<file path="src/rtl/regfile_sb.sv">
// Parametrised integer register file with pending-write scoreboard and soft-clear sweep.
// Define REGFILE_BYPASS_EN to forward writeback data to the read ports.
module regfile_sb #(
    parameter int  XLEN  = 32,
    parameter int  NREGS = 32,
    localparam int AW    = $clog2(NREGS)
) (
    input  logic            i_clk,
    input  logic            i_rst_n,
    input  logic            i_clear,
    output logic            o_busy,
    output logic            o_clr_done,
    input  logic [AW-1:0]   i_rs1_addr,
    input  logic [AW-1:0]   i_rs2_addr,
    output logic [XLEN-1:0] o_rs1_data,
    output logic [XLEN-1:0] o_rs2_data,
    output logic            o_rs1_pend,
    output logic            o_rs2_pend,
    input  logic            i_iss_valid,
    input  logic [AW-1:0]   i_iss_rd,
    input  logic            i_rd_wren,
    input  logic [AW-1:0]   i_rd_addr,
    input  logic [XLEN-1:0] i_rd_data
);

    typedef enum logic [1:0] {
        S_IDLE,
        S_CLEAR,
        S_DONE
    } state_t;

    state_t           state;
    state_t           state_nxt;
    logic [AW:0]      idx;
    logic [AW:0]      idx_nxt;
    logic [XLEN-1:0]  regs [NREGS];
    logic [NREGS-1:0] pend;

    logic wr_en;
    logic iss_en;
    logic clr_go;

    assign wr_en  = i_rd_wren && (i_rd_addr != '0) && (state != S_CLEAR);
    assign iss_en = i_iss_valid && (i_iss_rd != '0) && (state == S_IDLE);
    assign clr_go = (state == S_IDLE) && i_clear;

    always_comb begin
        state_nxt  = state;
        idx_nxt    = idx;
        o_busy     = 1'b0;
        o_clr_done = 1'b0;
        unique case (state)
            S_IDLE: begin
                if (i_clear) begin
                    state_nxt = S_CLEAR;
                    idx_nxt   = (AW+1)'(1);
                end
            end
            S_CLEAR: begin
                o_busy  = 1'b1;
                idx_nxt = idx + (AW+1)'(1);
                if (idx == (AW+1)'(NREGS-1))
                    state_nxt = S_DONE;
            end
            S_DONE: begin
                o_clr_done = 1'b1;
                state_nxt  = S_IDLE;
                idx_nxt    = (AW+1)'(1);
            end
            default: begin
                state_nxt = S_IDLE;
                idx_nxt   = (AW+1)'(1);
            end
        endcase
    end

    always_ff @(posedge i_clk or negedge i_rst_n) begin
        if (!i_rst_n) begin
            state <= S_IDLE;
            idx   <= (AW+1)'(1);
        end else begin
            state <= state_nxt;
            idx   <= idx_nxt;
        end
    end

    // The sweep owns the write path while clearing; idx stays in 1..NREGS-1.
    always_ff @(posedge i_clk or negedge i_rst_n) begin
        if (!i_rst_n) begin
            for (int i = 0; i < NREGS; i++)
                regs[i] <= '0;
        end else if (state == S_CLEAR) begin
            regs[idx[AW-1:0]] <= '0;
        end else if (wr_en) begin
            regs[i_rd_addr] <= i_rd_data;
        end
    end

    // Issue is applied after writeback so a same-cycle new producer keeps pend set.
    always_ff @(posedge i_clk or negedge i_rst_n) begin
        if (!i_rst_n) begin
            pend <= '0;
        end else if (clr_go) begin
            pend <= '0;
        end else begin
            if (wr_en)
                pend[i_rd_addr] <= 1'b0;
            if (iss_en)
                pend[i_iss_rd] <= 1'b1;
        end
    end

    always_comb begin
        o_rs1_data = regs[i_rs1_addr];
        o_rs1_pend = pend[i_rs1_addr];
`ifdef REGFILE_BYPASS_EN
        if (wr_en && (i_rs1_addr == i_rd_addr)) begin
            o_rs1_data = i_rd_data;
            o_rs1_pend = iss_en && (i_iss_rd == i_rs1_addr);
        end
`endif
        if (i_rs1_addr == '0) begin
            o_rs1_data = '0;
            o_rs1_pend = 1'b0;
        end
    end

    always_comb begin
        o_rs2_data = regs[i_rs2_addr];
        o_rs2_pend = pend[i_rs2_addr];
`ifdef REGFILE_BYPASS_EN
        if (wr_en && (i_rs2_addr == i_rd_addr)) begin
            o_rs2_data = i_rd_data;
            o_rs2_pend = iss_en && (i_iss_rd == i_rs2_addr);
        end
`endif
        if (i_rs2_addr == '0) begin
            o_rs2_data = '0;
            o_rs2_pend = 1'b0;
        end
    end

endmodule

</file>
<file path="config.mk">
export PLATFORM = sky130hd
export DESIGN_NAME = regfile_sb
export DESIGN_NICKNAME = d
export VERILOG_FILES = /design/src/rtl/regfile_sb.sv
export SDC_FILE = /design/constraint.sdc
export NUM_CORES = 2
export LEC_CHECK = 0
export ABC_CLOCK_PERIOD_IN_PS = 3600
export CAP_MARGIN = 10
export CORE_ASPECT_RATIO = 1.5
export CORE_MARGIN = 2
export CORE_UTILIZATION = 38
export CTS_CLUSTER_SIZE = 28
export DETAILED_ROUTE_END_ITERATION = 10
export HOLD_SLACK_MARGIN = 0.1
export PLACE_DENSITY_LB_ADDON = 0.05
export SLEW_MARGIN = 5
export SYNTH_ARGS = -nofsm -noshare
export SYNTH_HDL_FRONTEND = slang
export SYNTH_SLANG_ARGS = --single-unit
</file>
<file path="constraint.sdc">
create_clock -name i_clk -period 3.6 [get_ports i_clk]
set_input_delay 0.72 -clock i_clk [delete_from_list [all_inputs] [get_ports i_clk]]
set_output_delay 0.72 -clock i_clk [all_outputs]
set_load 0.005 [all_outputs]
</file>
[Yosys cells after proc, flatten, opt, wreduce, memory -nomap -nowiden]
Cells that the tools add are included.
Storage, ports and cells
  register bits: 1064
  bits of input ports: 57
  output and inout bits: 68
  logic and storage cells: 115
Cells by class
  add/subtract/negate cells: 1
  order comparisons: 12
  equality and inequality tests: 6
  mux-type cells: 36
  bitwise gates (word level): 9
  reductions and logical operators: 16
Operator list (number)
  $mux 1024: 2
  $and 1024x1024->1024: 1
  $bwmux 1024: 1
  $not 1024->1024: 1
  $mux 32: 12
  $bmux 32 s5: 2
  $demux 32 s5: 2
  $and 32x32->32: 1
  $not 32->32: 1
  $or 32x32->32: 1
  $ge 6x6->1 const B: 4
  $lt 5x6->1 const B: 4
  $not 5->6: 4
  $lt 6x1->1 const B: 2
  $pmux 6 s2: 1
  $bmux 1 s5: 2
  $demux 1 s5: 2
  $ge 5x1->1 const B: 2
  $logic_not 5->1: 2
  $reduce_bool 5->1: 2
  $logic_and 1x1->1: 9
  $mux 1: 8
  $add 6x1->6 const B: 1
  $eq 6x5->1 const B: 1
  other kinds (10): 12

[Logic depth before layout (Yosys ltp)]
  depth after elaboration: 11
  mapped depth: 9
  depth with buffers taken out: 6

[Worst setup path after synthesis]
No wires, ideal clock.
  path kind: in2out
  start point: in i_rs1_addr[1]
  end point: out o_rs1_data[18]
  arrival: 2249 ps
  data required time: 2880 ps
  path slack: 631 ps
  stages: 6
  path buffers: 3
  path through: buf_2 > buf_2 > buf_2 > mux4_2 > o21ai_0 > a311oi_1
On the way
  longest elaborated chain between the ends: 5
  elaborated cells on any way between the ends: 6
  those cells by class: 4 x mux; 1 x bitwise; 1 x reduce/logical
Ends and longest elaborated chain
  start: declaration: RTL line 13  | input logic [AW-1:0] i_rs1_addr,
  $not 5->6 (implied by the code): RTL line 114  | o_rs1_data = regs[i_rs1_addr];
  $bmux 32 s5: RTL line 114
  $mux 32 (implied by the code) (2 in a row): RTL line 114
  $mux 32 *: RTL line 122  | if (i_rs1_addr == '0) begin
  end: declaration: RTL line 15  | output logic [XLEN-1:0] o_rs1_data,
Every way passes the cells marked *; elsewhere a longest branch is shown, timed or not. The select of a mux whose other input is x is not followed.

[Worst setup path in the final report]
  start point: in i_rs1_addr[0]
  end point: out o_rs1_data[29]
Same word-level chain as after synthesis.

==> impl_results.md <==
- Outcome: finished, violations left
- Failing checks: setup timing
- Synth Cell Area: 55200 um2
- Worst R2R Start: idx[0]
- Synthesized net count: 4126
- Worst path max stage delay: 440 ps
- Synth warnings: 0
- Relative slew slack: 0.187
- Post-Route WL: 266 mm
- Initial antenna violation count: 14
- IO buf count: 124
- Avg Cell Area, Syn: 13.6 um2
- Num rows: 171
- Critical path's most frequent cell: buf_4
- Post-layout min period: 3650 ps
- Pleak: 30.7 nW
- Final TNS setup: -45.0 ps
- Placed Cells incl. Taps: 6131
- Later-pin clock latency in the skew report: 800 ps
- Dpl cell area: 63300 um2
- Worst-case clock buffer depth: 3
- Fin. max-slew vios: 0
- Max Cap Violations: 0
- Hold Violations, Final: 0
- Worst Setup Path Type: in -> out
- CTS root buf: clkbuf_16
- Hold path cells: 1
- Max Fclk: 274 MHz
- Worst hold endpoint: regs[1021]
- Routed WL per cell: 41.0 um
- Synth cell types: 52
- Area grow syn2layout: 27.3%
- Worst Hold Class: reg -> reg
- Setup ws final: -45.0 ps
- Vias in the first global route: 46000
- CTS tree: yes
- Post-DRT Antenna Nets: 0
- Worst Skew: 40.2 ps
- Die width: 315 um
- Yosys reg bits: 1064
- Final period util: 1.01
- Post-synth top flop: dfrtp_1
- Ports: 125
- Post-DP HPWL: 154 mm
- Via count: 45300
- Crit. End Element: output port
- Final instance area: 70200 um2
- Largest net degree at the start of global routing: 105
- WP data arrival: 2930 ps
- Hold_ws: 510 ps
- Post-synthesis sequential area ratio: 0.483
- Synth Instances: 4065
- Reg2reg setup slack: 850 ps
- Core Box Area: 144000 um2
- Die Footprint: 148000 um2
- Reg2Reg Depth: 6
- Crit path cell chain: buf_16 -> buf_4 -> inv_4 -> buf_4 -> buf_4 -> mux2_2 -> o21ai_0 -> a311oi_2 -> buf_4 -> clkdlybuf4s50_1
- # DRC: 0
- Initial DRC Count: 5526
- Startpoint Class: primary input
- Nets@finish: 4538
- Total power: 36.9 mW
- CTS clock-pin slew for the worst setup and hold paths: 70 ps
- Sink Count: 1064
- Post-route insts no fill: 6479
- Total global-route track usage: 0.354
- Post-synth EDFFs: 0
- Initial core utilization: 0.382
- Fraction of layout cells with a size suffix above 1: 0.369
- Die Ht: 471 um
- Asr flop ratio synth: 1.00
- Post-synth top cells: dfrtp_1 (1063), a22o_1 (992), mux4_2 (462)
- Vias per cell: 6.99
- Setup violations, final: 1
- Crit Path Max Fanout: 12
- Worst-margin pin slew: 1220 ps
- Routability Congestion: 0.860
- R2R Path End: regs[1002]
- TritonCTS buffer count: 114
- Power density over the cells: 526 nW/um2
- Peak VDD IR: 0.397 mV
- WP data required: 2880 ps
- DR pass1 iterations: 7
- H-tree Lvls: 3
- Post-place setup slack: -641 ps
- Layout Utilization: 0.486
- Synth top area share: 0.482
- Delay-heaviest family, CP: buffers and inverters
- Most numerous cell in the Yosys netlist: dfrtp_1
- First-pass GRT wire length: 370 mm
- HP Start: regs[1021]
- RSZ-0062 raised after global routing: yes
- CP Buf/Inv Count: 7
- Total gr overflow: 0
- CP max-delay cell: clkdlybuf4s50_1
- Leading area contributor after synthesis: dfrtp_1
- Synth area leaders: dfrtp_1 (48%), mux4_2 (19%), a22o_1 (16%)
worst reg2reg max path: cells and delay by family (launching register included):
family / cells / cell delay [ps]
buffers and inverters: 2 / 600
and+or+nand+nor: 3 / 1310
adders and majority gates: 1 / 210
DFF: 1 / 580
flip-flops by register name (all words and copies together), names as in the netlist:
signal / flops
state: 2
pend: 32
regs: 1024
idx: 6
timing repair:
| action | CTS | global route |
|---|---|---|
| gates cloned | 14 | 8 |
| hold endpoints to repair | 36 | 0 |
| endpoints found under the setup margin | 66 | 44 |
| hold buffers | 1 | 0 |
| pin swaps | 25 | 26 |
| gates resized for setup | 298 | 101 |
| buffers inserted | 53 | 67 |
logic make-up (layout without fill, tap and decap cells):
logic type | Yosys count | in the layout | synth area share
AO/OA/AOI/OAI | 1473 | 1473 | 0.217
adder cells (fa/ha/maj) | 4 | 4 | 0.000907
buffers and inverters | 530 | 1035 | 0.0403
flip-flops | 1064 | 1064 | 0.483
multiplexers | 660 | 660 | 0.226
other | 0 | 5 | 0
AND/OR/NAND/NOR | 334 | 335 | 0.0331
where the power goes:
group	internal, mW	switching, mW
Combinational	4.27	4.60
Clock	7.30	5.47
Sequential	13.7	1.55
worst max-delay path by stage:
stage / cells after the start / endpoint / from
finish: 10 / o_rs1_data[29] / i_rs1_addr[0]
global route: 10 / o_rs1_data[29] / i_rs1_addr[2]
CTS: 10 / o_rs2_data[6] / i_rs2_addr[2]
detailed placement: 9 / o_rs1_pend / i_rs1_addr[2]
global placement: 8 / o_rs1_pend / i_rs1_addr[2]
floorplan: 6 / o_rs1_data[18] / i_rs1_addr[1]
placed cells by master (no fill, tap or decap), drive strengths merged, types with 6 or more instances in the layout:
cell and instances:
mux2i 132, a21oi 62, a22o 992, o2111ai 21, o21ai 139, bufinv 12, o31ai 6, inv 13
nand2b 10, a31oi 6, mux2 66, nor2 74, nor3 14, clkdlybuf4s50 79, nor2b 83, dlygate4sd2 15
a311oi 66, clkbuf 174, a22oi 66, buf 700, dlymetal6s2s 9, a221oi 45, mux4 462, and2 40
nand2 76, dfrtp 1063, clkinv 22, a211oi 66
per-layer routing:
layer,up-vias,share of wire,wire [um],global-route usage
li1,17300,-,-,-
met5,-,0.00019,50,0
met3,679,0.083,22200,0.0701
met1,24500,0.39,104000,0.471
met2,2778,0.47,124000,0.549
met4,8,0.058,15400,0.182
area by class of cell:
class	count	area, um2
Fill cell	12600	74200
Multi-Input combinational cell	2472	28100
Sequential cell	1064	26600
Timing Repair Buffer	818	9130
Clock buffer	165	3350
Tap cell	1903	2380
Clock inverter	45	589
Inverter	7	33.8
Antenna cell	5	12.5
No activity file was read; power rests on OpenSTA's default activity.
